$ cat config.mk
export PLATFORM = sky130hd
export DESIGN_NAME = board_ram_arbiter
export DESIGN_NICKNAME = d
export VERILOG_FILES = /design/src/rtl/board_ram_arbiter.sv
export SDC_FILE = /design/constraint.sdc
export NUM_CORES = 1
export LEC_CHECK = 0
export ABC_AREA = 1
export CAP_MARGIN = 10
export CORE_AREA = 2 2 59 61
export CTS_CLUSTER_DIAMETER = 50
export DETAILED_ROUTE_END_ITERATION = 8
export DIE_AREA = 0 0 61 63
export PLACE_DENSITY = 0.78
export REMOVE_ABC_BUFFERS = 1
export SLEW_MARGIN = 20
export SYNTH_ARGS = -nofsm -noshare
export SYNTH_HDL_FRONTEND = slang
export SYNTH_SLANG_ARGS = --single-unit
$ cat constraint.sdc
create_clock -name clk -period 1.4 [get_ports clk]
set_input_delay 0.14 -clock clk [delete_from_list [all_inputs] [get_ports clk]]
set_output_delay 0.14 -clock clk [all_outputs]
set_load 0.02 [all_outputs]
$ cat src/rtl/board_ram_arbiter.sv
// rtl/board_ram_arbiter.sv - board RAM read/write arbiter; optional ARB_STATS_EN conflict counter
module board_ram_arbiter #(
    parameter int ADDR_BITS = 6,
    parameter int DATA_BITS = 2
) (
    input  logic                 clk,
    input  logic                 rst,
    input  logic [2:0]           rd_req,
    input  logic [2:0]           rd_lock,
    input  logic [ADDR_BITS-1:0] rd_addr0,
    input  logic [ADDR_BITS-1:0] rd_addr1,
    input  logic [ADDR_BITS-1:0] rd_addr2,
    output logic [2:0]           rd_gnt,
    output logic [2:0]           rd_valid,
    output logic [DATA_BITS-1:0] rd_data,
    output logic [ADDR_BITS-1:0] ram_rd_addr,
    input  logic [DATA_BITS-1:0] ram_rd_data,
    input  logic [1:0]           wr_req,
    input  logic [ADDR_BITS-1:0] wr_addr0,
    input  logic [ADDR_BITS-1:0] wr_addr1,
    input  logic [DATA_BITS-1:0] wr_data0,
    input  logic [DATA_BITS-1:0] wr_data1,
    output logic [1:0]           wr_ack,
    output logic                 ram_we,
    output logic [ADDR_BITS-1:0] ram_wr_addr,
    output logic [DATA_BITS-1:0] ram_wr_data,
    output logic [7:0]           conflict_count
);

    logic [1:0]           rr_ptr;
    logic [2:0]           gnt_next;
    logic [1:0]           gnt_next_idx;
    logic                 fwd_hit;
    logic [DATA_BITS-1:0] fwd_data;

    // Next owner: a locked, still-requesting owner keeps the grant; otherwise
    // search the requesters starting just after the last owner.
    always_comb begin
        gnt_next = 3'b000;
        if ((rd_gnt & rd_req & rd_lock) != 3'b000) begin
            gnt_next = rd_gnt;
        end else begin
            case (rr_ptr)
                2'd0: begin
                    if (rd_req[1])      gnt_next = 3'b010;
                    else if (rd_req[2]) gnt_next = 3'b100;
                    else if (rd_req[0]) gnt_next = 3'b001;
                end
                2'd1: begin
                    if (rd_req[2])      gnt_next = 3'b100;
                    else if (rd_req[0]) gnt_next = 3'b001;
                    else if (rd_req[1]) gnt_next = 3'b010;
                end
                default: begin
                    if (rd_req[0])      gnt_next = 3'b001;
                    else if (rd_req[1]) gnt_next = 3'b010;
                    else if (rd_req[2]) gnt_next = 3'b100;
                end
            endcase
        end
    end

    // Index of the new owner, used to move the round-robin pointer.
    always_comb begin
        gnt_next_idx = 2'd0;
        case (gnt_next)
            3'b010:  gnt_next_idx = 2'd1;
            3'b100:  gnt_next_idx = 2'd2;
            default: gnt_next_idx = 2'd0;
        endcase
    end

    // Owner register and pointer; pointer starts at 2 so requester 0 wins first.
    always_ff @(posedge clk or posedge rst) begin
        if (rst) begin
            rd_gnt <= 3'b000;
            rr_ptr <= 2'd2;
        end else begin
            rd_gnt <= gnt_next;
            if (gnt_next != 3'b000) begin
                rr_ptr <= gnt_next_idx;
            end
        end
    end

    // RAM read address follows the current owner, 0 when idle.
    always_comb begin
        ram_rd_addr = '0;
        case (rd_gnt)
            3'b001:  ram_rd_addr = rd_addr0;
            3'b010:  ram_rd_addr = rd_addr1;
            3'b100:  ram_rd_addr = rd_addr2;
            default: ram_rd_addr = '0;
        endcase
    end

    // Fixed-priority write mux: mem reset (bit0) beats move commit (bit1).
    always_comb begin
        wr_ack      = 2'b00;
        ram_wr_addr = '0;
        ram_wr_data = '0;
        if (wr_req[0]) begin
            wr_ack      = 2'b01;
            ram_wr_addr = wr_addr0;
            ram_wr_data = wr_data0;
        end else if (wr_req[1]) begin
            wr_ack      = 2'b10;
            ram_wr_addr = wr_addr1;
            ram_wr_data = wr_data1;
        end
    end

    assign ram_we = |wr_req;

    // Read pipeline: valid trails the grant by one cycle; a same-cycle write to
    // the issued address is captured so the stale RAM word can be overridden.
    always_ff @(posedge clk or posedge rst) begin
        if (rst) begin
            rd_valid <= 3'b000;
            fwd_hit  <= 1'b0;
            fwd_data <= '0;
        end else begin
            rd_valid <= rd_gnt;
            fwd_hit  <= ram_we && (rd_gnt != 3'b000) && (ram_wr_addr == ram_rd_addr);
            fwd_data <= ram_wr_data;
        end
    end

    // Returned data: forwarded write data wins over the RAM output.
    always_comb begin
        rd_data = '0;
        if (rd_valid != 3'b000) begin
            rd_data = fwd_hit ? fwd_data : ram_rd_data;
        end
    end

`ifdef ARB_STATS_EN
    logic [7:0] conflict_q;
    logic       conflict_evt;

    assign conflict_evt = (wr_req == 2'b11) || ((rd_req & ~rd_gnt) != 3'b000);

    // Saturating count of cycles with a blocked read or write requester.
    always_ff @(posedge clk or posedge rst) begin
        if (rst) begin
            conflict_q <= 8'd0;
        end else if (conflict_evt && (conflict_q != 8'hFF)) begin
            conflict_q <= conflict_q + 8'd1;
        end
    end

    assign conflict_count = conflict_q;
`else
    assign conflict_count = 8'd0;
`endif

endmodule

==> results of run 1 <==
## final cells by class
type | count | share of cell area
Sequential cell | 11 | 0.1265
Timing Repair Buffer | 116 | 0.4753
Clock inverter | 1 | 0.002269
Multi-Input combinational cell | 108 | 0.3250
Inverter | 19 | 0.03460
Tap cell | 46 | 0.02609
Clock buffer | 3 | 0.01021
## kinds of logic after synthesis
group                  Yosys count
flip-flops                      11
buffers and inverters           33
multiplexers                     2
AND/OR/NAND/NOR                 90
AO/OA/AOI/OAI                    8
other                            1
## cell usage after synthesis, types with 2 or more instances
| library cell | n | area share |
|---|---|---|
| buf_6 | 3 | 0.032 |
| nor2_1 | 11 | 0.039 |
| a22o_1 | 2 | 0.017 |
| nand4_1 | 10 | 0.060 |
| nand2_1 | 34 | 0.12 |
| o21ai_1 | 3 | 0.014 |
| buf_4 | 10 | 0.072 |
| inv_2 | 4 | 0.014 |
| inv_1 | 14 | 0.050 |
| dfrtp_1 | 10 | 0.24 |
| a22oi_1 | 2 | 0.014 |
| mux2_2 | 2 | 0.021 |
| nand3_1 | 15 | 0.072 |
| nand3_2 | 7 | 0.067 |
| nand4_2 | 7 | 0.084 |
## registers in the layout, indices dropped and copies added, names as in the netlist
signal,count
fwd_data,2
fwd_hit,1
rd_gnt,3
rd_valid,3
rr_ptr,2
## where the power goes
group | internal (W) | total, W | leakage, nW | switching, W
clock | 0.000106 | 0.000211 | 0.0177 | 0.000105
combinational | 0.00144 | 0.00288 | 0.985 | 0.00144
sequential | 0.000446 | 0.000567 | 0.134 | 0.000121
## path summary, 6_finish.rpt
| kind | startpoint | end | cells past startpoint |
|---|---|---|---|
| max in group asynchronous | rst | rr_ptr[1] | 2 |
| hold reg to reg | rr_ptr[0] | rr_ptr[0] | 2 |
| setup / recovery | rd_gnt[1] | ram_rd_addr[0] | 5 |
| hold / removal | rst | rd_gnt[2] | 2 |
| min in group clk | wr_req[0] | fwd_data[1] | 4 |
| setup reg to reg | rd_gnt[1] | fwd_hit | 10 |
## critical path, cell delays in order, from the launching register on
cell and delay (ns):
dfrtp_2 0.46, buf_6 0.14, buf_4 0.14, nand4_1 0.15
nand3_2 0.11, buf_6 0.14
## metrics by stage
stage | util | hold WS [ns] | total power, W | worst slack (ns) | setup TNS (ns)
global placement | 0.6063 | 0.4473 | 0.002712 | -0.4020 | -6.556
detailed placement | 0.6063 | 0.4415 | 0.002743 | -0.4423 | -7.020
finish | 0.6825 | 0.1475 | 0.003661 | -0.1633 | -0.8007
CTS | 0.6593 | 0.1544 | 0.003362 | -0.1501 | -0.7498
floorplan | - | -0.008277 | 0.001653 | -0.1596 | -0.2792
global route | 0.6825 | 0.1853 | 0.003928 | -0.2369 | -1.552
## placed cells by master (no fill, tap or decap), types with 2 or more instances in the layout
cell	netlist	layout
nand4_2	7	5
nand2_2	0	2
nand2_1	34	32
clkbuf_2	0	7
buf_2	1	4
nor2_4	1	2
mux2_2	2	2
nand4_4	0	2
nand3_2	7	8
clkdlybuf4s50_1	0	47
dlygate4sd2_1	0	3
inv_1	14	11
clkbuf_4	0	3
buf_6	3	17
conb_1	1	8
inv_2	4	6
inv_4	1	2
nand3_4	0	4
nor2_1	11	10
dfrtp_1	10	8
dfrtp_2	0	2
nand3_1	15	10
nand4_1	10	10
buf_4	10	35
a22o_1	2	2
o21ai_2	0	3
## metal layers
layer  vias up  GRT usage  share of wire
met5         -          0              0
met1       633     0.2446           0.38
met4         0     0.1005          0.034
met2        63     0.3333           0.53
met3        13    0.02899          0.062
li1        700          -              -
## repair_timing
action,CTS,global route
gates cloned,0,0
pin swaps,8,8
setup endpoints to repair,27,25
gates resized for setup,80,42
endpoints found under the hold margin,0,0
hold buffers,0,0
buffers inserted,11,4
==> summary.md, run 1 <==
| Metric | Value |
|---|---|
| Status | complete, but fails checks |
| Failing checks | negative setup slack |
| Initial antenna violation count | 0 |
| Post-synthesis compound-gate area fraction | 0.05012 |
| Max Buffers Root-to-Sink | 2 |
| Diode count | 0 |
| Yosys warns | 0 |
| GRT overflow | 0 |
| Max Freq | 639.7 MHz |
| Wire length per cell | 12.24 um |
| TritonCTS clock tree | yes |
| DR pass1 iterations | 4 |
| Clock Latency Late Sink | 0.27 ns |
| Cell Area, Placed | 1959 um2 |
| Critical Path Fanout Max | 5 |
| Crit path DAT | 1.42 ns |
| Layout fillers | 256 |
| Clk_skew | 0.004990 ns |
| Die height | 63 um |
| Post-route antenna net violation count | 0 |
| Worst vdd ir | 959.2 uV |
| IO Port Bufs | 70 |
| DRC viols | 0 |
| Initial DRC Count | 26 |
| Die Span X | 61 um |
| Vias in the first global route | 1,383 |
| Final count of hold timing violations | 0 |
| GP Congestion | 0.7605 |
| Crit path launch type | flip-flop |
| Final instance area | 2206 um2 |
| Fin nets | 305 |
| Die area | 3843 um2 |
| Reg area | 279.0 um2 |
| Via Count | 1,409 |
| Setup ws final | -0.1633 ns |
| Area growth from synthesis to layout | 110.4% |
| RSZ-0062 raised after global routing | yes |
| Multi-input logic area | 716.9 um2 |
| Mapped cell area | 1049 um2 |
| Post-synthesis adder-cell area fraction | 0 |
| Clk slew on worst S/H paths | 0.07 ns |
| Mapped Cells | 145 |
| Tmin final | 1.563 ns |
| Clock sink count | 11 |
| H-tree depth | 1 |
| Root Driver | clkbuf_4 |
| Power per standard cell area | 1660 nW/um2 |
| Post-synth EDFFs | 0 |
| Largest family of logic cells by synthesized area | simple AND/OR/NAND/NOR gates |
| CTS buffer count | 3 |
| IO Pins | 79 |
| Async S/R FF share, synth | 1.000 |
| Crit. End Element | output port |
| Via density | 4.635 |
| Final std cells w/o fill | 304 |
| Post-synthesis register bit count | 11 |
| First-pass GRT wire length | 5.975 mm |
| Total of max-cap violations | 0 |
| Yosys cell types | 26 |
| Reg2Reg Setup Slack | -0.13 ns |
| Slew Limit Fails | 0 |
| LEAKAGE | 1.137 nW |
| Post-DP HPWL | 2.709 mm |
| HP Class | in2async |
| WP data required | 1.26 ns |
| Placed cell count | 286 |
| Worst setup path class | reg2out |
| Top FF cell, synth | dfrtp_1 |
| Routed WL | 3.720 mm |
| Syn_area_per_cell | 7.231 um2 |
| Cell Rows | 21 |
| Total GRT Usage | 0.2011 |
| Share of post-route cells with drive strength above 1 | 0.4264 |
| Setup Viol. Count Final | 9 |
| Xor and xnor area share after synthesis | 0 |
| Simple-gate share of the synthesized area | 0.4821 |
| Starting density of the core | 0.3244 |
| Pin count of the biggest net entering global routing | 12 |
| Multiplexer area fraction after synthesis | 0.02148 |
| Core footprint | 3232 um2 |
| Register area share after synthesis | 0.2637 |
| Period utilization | 1.117 |
Note: power is estimated with default switching activity, not from simulation.
==> run 2, diff against run 1 <==
--- a/config.mk
+++ b/config.mk
@@ -7,10 +7,10 @@
 export LEC_CHECK = 0
 export ABC_AREA = 1
 export CAP_MARGIN = 10
-export CORE_AREA = 2 2 59 61
+export CORE_AREA = 2 2 70 52
 export CTS_CLUSTER_DIAMETER = 50
 export DETAILED_ROUTE_END_ITERATION = 8
-export DIE_AREA = 0 0 61 63
+export DIE_AREA = 0 0 72 54
 export PLACE_DENSITY = 0.78
 export REMOVE_ABC_BUFFERS = 1
 export SLEW_MARGIN = 20
==> summary.md, run 2 (same netlist as run 1, synthesis figures left out) <==
| Metric | Value |
|---|---|
| Die area | 3888 um2 |
| WP data required | 1.26 ns |
| Via density | 4.401 |
| RSZ-0062 raised after global routing | yes |
| Cell Rows | 18 |
| Core footprint | 3311 um2 |
| Share of post-route cells with drive strength above 1 | 0.3855 |
| Clock sink count | 11 |
| Initial DRC Count | 37 |
| Root Driver | clkbuf_8 |
| Worst vdd ir | 994.6 uV |
| IO Port Bufs | 70 |
| TritonCTS clock tree | yes |
| HP Class | in2async |
| Total GRT Usage | 0.1625 |
| Via Count | 1,272 |
| Failing checks | negative setup slack |
| GP Congestion | 0.7990 |
| Vias in the first global route | 1,067 |
| Crit. End Element | output port |
| Hold_buf cts | 0 |
| Placed cell count | 275 |
| Cell Area, Placed | 1914 um2 |
| Wire length per cell | 12.21 um |
| Worst setup path class | reg2out |
| Final Util | 0.6451 |
| Tmin final | 1.478 ns |
| Post-route antenna net violation count | 0 |
| LEAKAGE | 1.101 nW |
| Fin nets | 296 |
| CTS buffer count | 3 |
| Crit path launch type | flip-flop |
| Reg area | 279.0 um2 |
| IO Pins | 79 |
| Status | complete, but fails checks |
| Clock Latency Late Sink | 0.23 ns |
| Setup Viol. Count Final | 8 |
| Initial antenna violation count | 0 |
| Pin count of the biggest net entering global routing | 14 |
| Clk slew on worst S/H paths | 0.05 ns |
| DRC viols | 0 |
| Power per standard cell area | 1645 nW/um2 |
| Post-DP HPWL | 2.621 mm |
| Clk_skew | 0.003224 ns |
| Most frequent cells in the layout | clkdlybuf4s50_1 (46), nand2_1 (31), buf_4 (29) |
| Biggest regs | rd_gnt x3, rd_valid x3 |
| Diode count | 0 |
| Final std cells w/o fill | 289 |
| Final instance area | 2136 um2 |
| Final count of hold timing violations | 0 |
| Die height | 54 um |
| Setup ws final | -0.07816 ns |
| Routed WL | 3.530 mm |
| Multi-input logic area | 699.4 um2 |
| Reg2Reg Depth | 9 |
| Period utilization | 1.056 |
| Slew Limit Fails | 0 |
| Layout fillers | 308 |
| Critical Path Fanout Max | 5 |
| Die Span X | 72 um |
| Max Buffers Root-to-Sink | 2 |
| H-tree depth | 1 |
| Starting density of the core | 0.3167 |
| Max Freq | 676.5 MHz |
| Area growth from synthesis to layout | 103.7% |
| Crit path DAT | 1.34 ns |
| Most common cell after layout, fill and taps aside | clkdlybuf4s50_1 |
| GRT overflow | 0 |
| First-pass GRT wire length | 4.878 mm |
| Total of max-cap violations | 0 |
| DR pass1 iterations | 4 |
==> run 2: changes by cell type in the layout (fill, tap and decap cells not counted), sizes merged <==
cell	change
dlygate4sd2	+2
clkinv	-1
clkdlybuf4s15	+4
clkdlybuf4s50	-1
dlymetal6s2s	-1
buf	-9
clkbuf	-3
==> run 2: timing repair <==
action                     in CTS  in global routing
setup endpoints to repair      30                 23
gates resized for setup        71                 48
pin swaps                       2                 19
buffers inserted                7                  4
==> run 2: where the power goes <==
group | leakage (nW) | switching (W) | internal [W]
sequential | 0.134 | 0.000132 | 0.000448
combinational | 0.944 | 0.00136 | 0.00127
clock | 0.0228 | 0.000103 | 0.000199
total | 1.10 | 0.00159 | 0.00192
==> run 2: layout make-up <==
cell class,instances,share of cell area
clock buffer,4,0.02109
inverter,19,0.03691
multi-input combinational,108,0.3275
sequential,11,0.1306
tap,40,0.02343
timing repair buffer,107,0.4605
==> run 2: worst max-delay path, stage by stage (launching register included) <==
cell and delay (ns):
dfrtp_2 0.46, nor2_4 0.19, buf_4 0.14, nand3_1 0.08, nand3_2 0.11, buf_6 0.13
==> run 2: per-layer routing <==
layer  global-route usage  vias to the layer above  share of wire
li1                     -                      680              -
met1               0.2291                      559           0.45
met2               0.2716                       33           0.51
met3              0.01498                        0          0.041
met4              0.03774                        0              0
met5                    0                        -              0
==> run 2: stage by stage <==
stage               setup WS [ns]  TNS, ns  total power (W)  hold slack [ns]
floorplan                 -0.1596  -0.2792         0.001653        -0.008277
global placement          -0.4043   -6.772         0.002669           0.4547
detailed placement        -0.4967   -7.581         0.002698           0.4458
CTS                      -0.08402  -0.4935         0.003081           0.2078
global route              -0.1412  -0.8934         0.003742           0.2483
finish                   -0.07816  -0.3349         0.003513           0.1988
==> run 2: worst paths after layout <==
kind                           start             end  slack (ns)
setup / recovery           rd_gnt[1]  ram_rd_addr[1]       -0.08
hold / removal                   rst       rd_gnt[2]        0.20
setup reg to reg           rd_gnt[1]         fwd_hit       -0.03
hold reg to reg            rd_gnt[0]     rd_valid[0]        0.47
max in group asynchronous        rst       rr_ptr[1]        0.89
min in group clk           rd_gnt[0]     rd_valid[0]        0.47
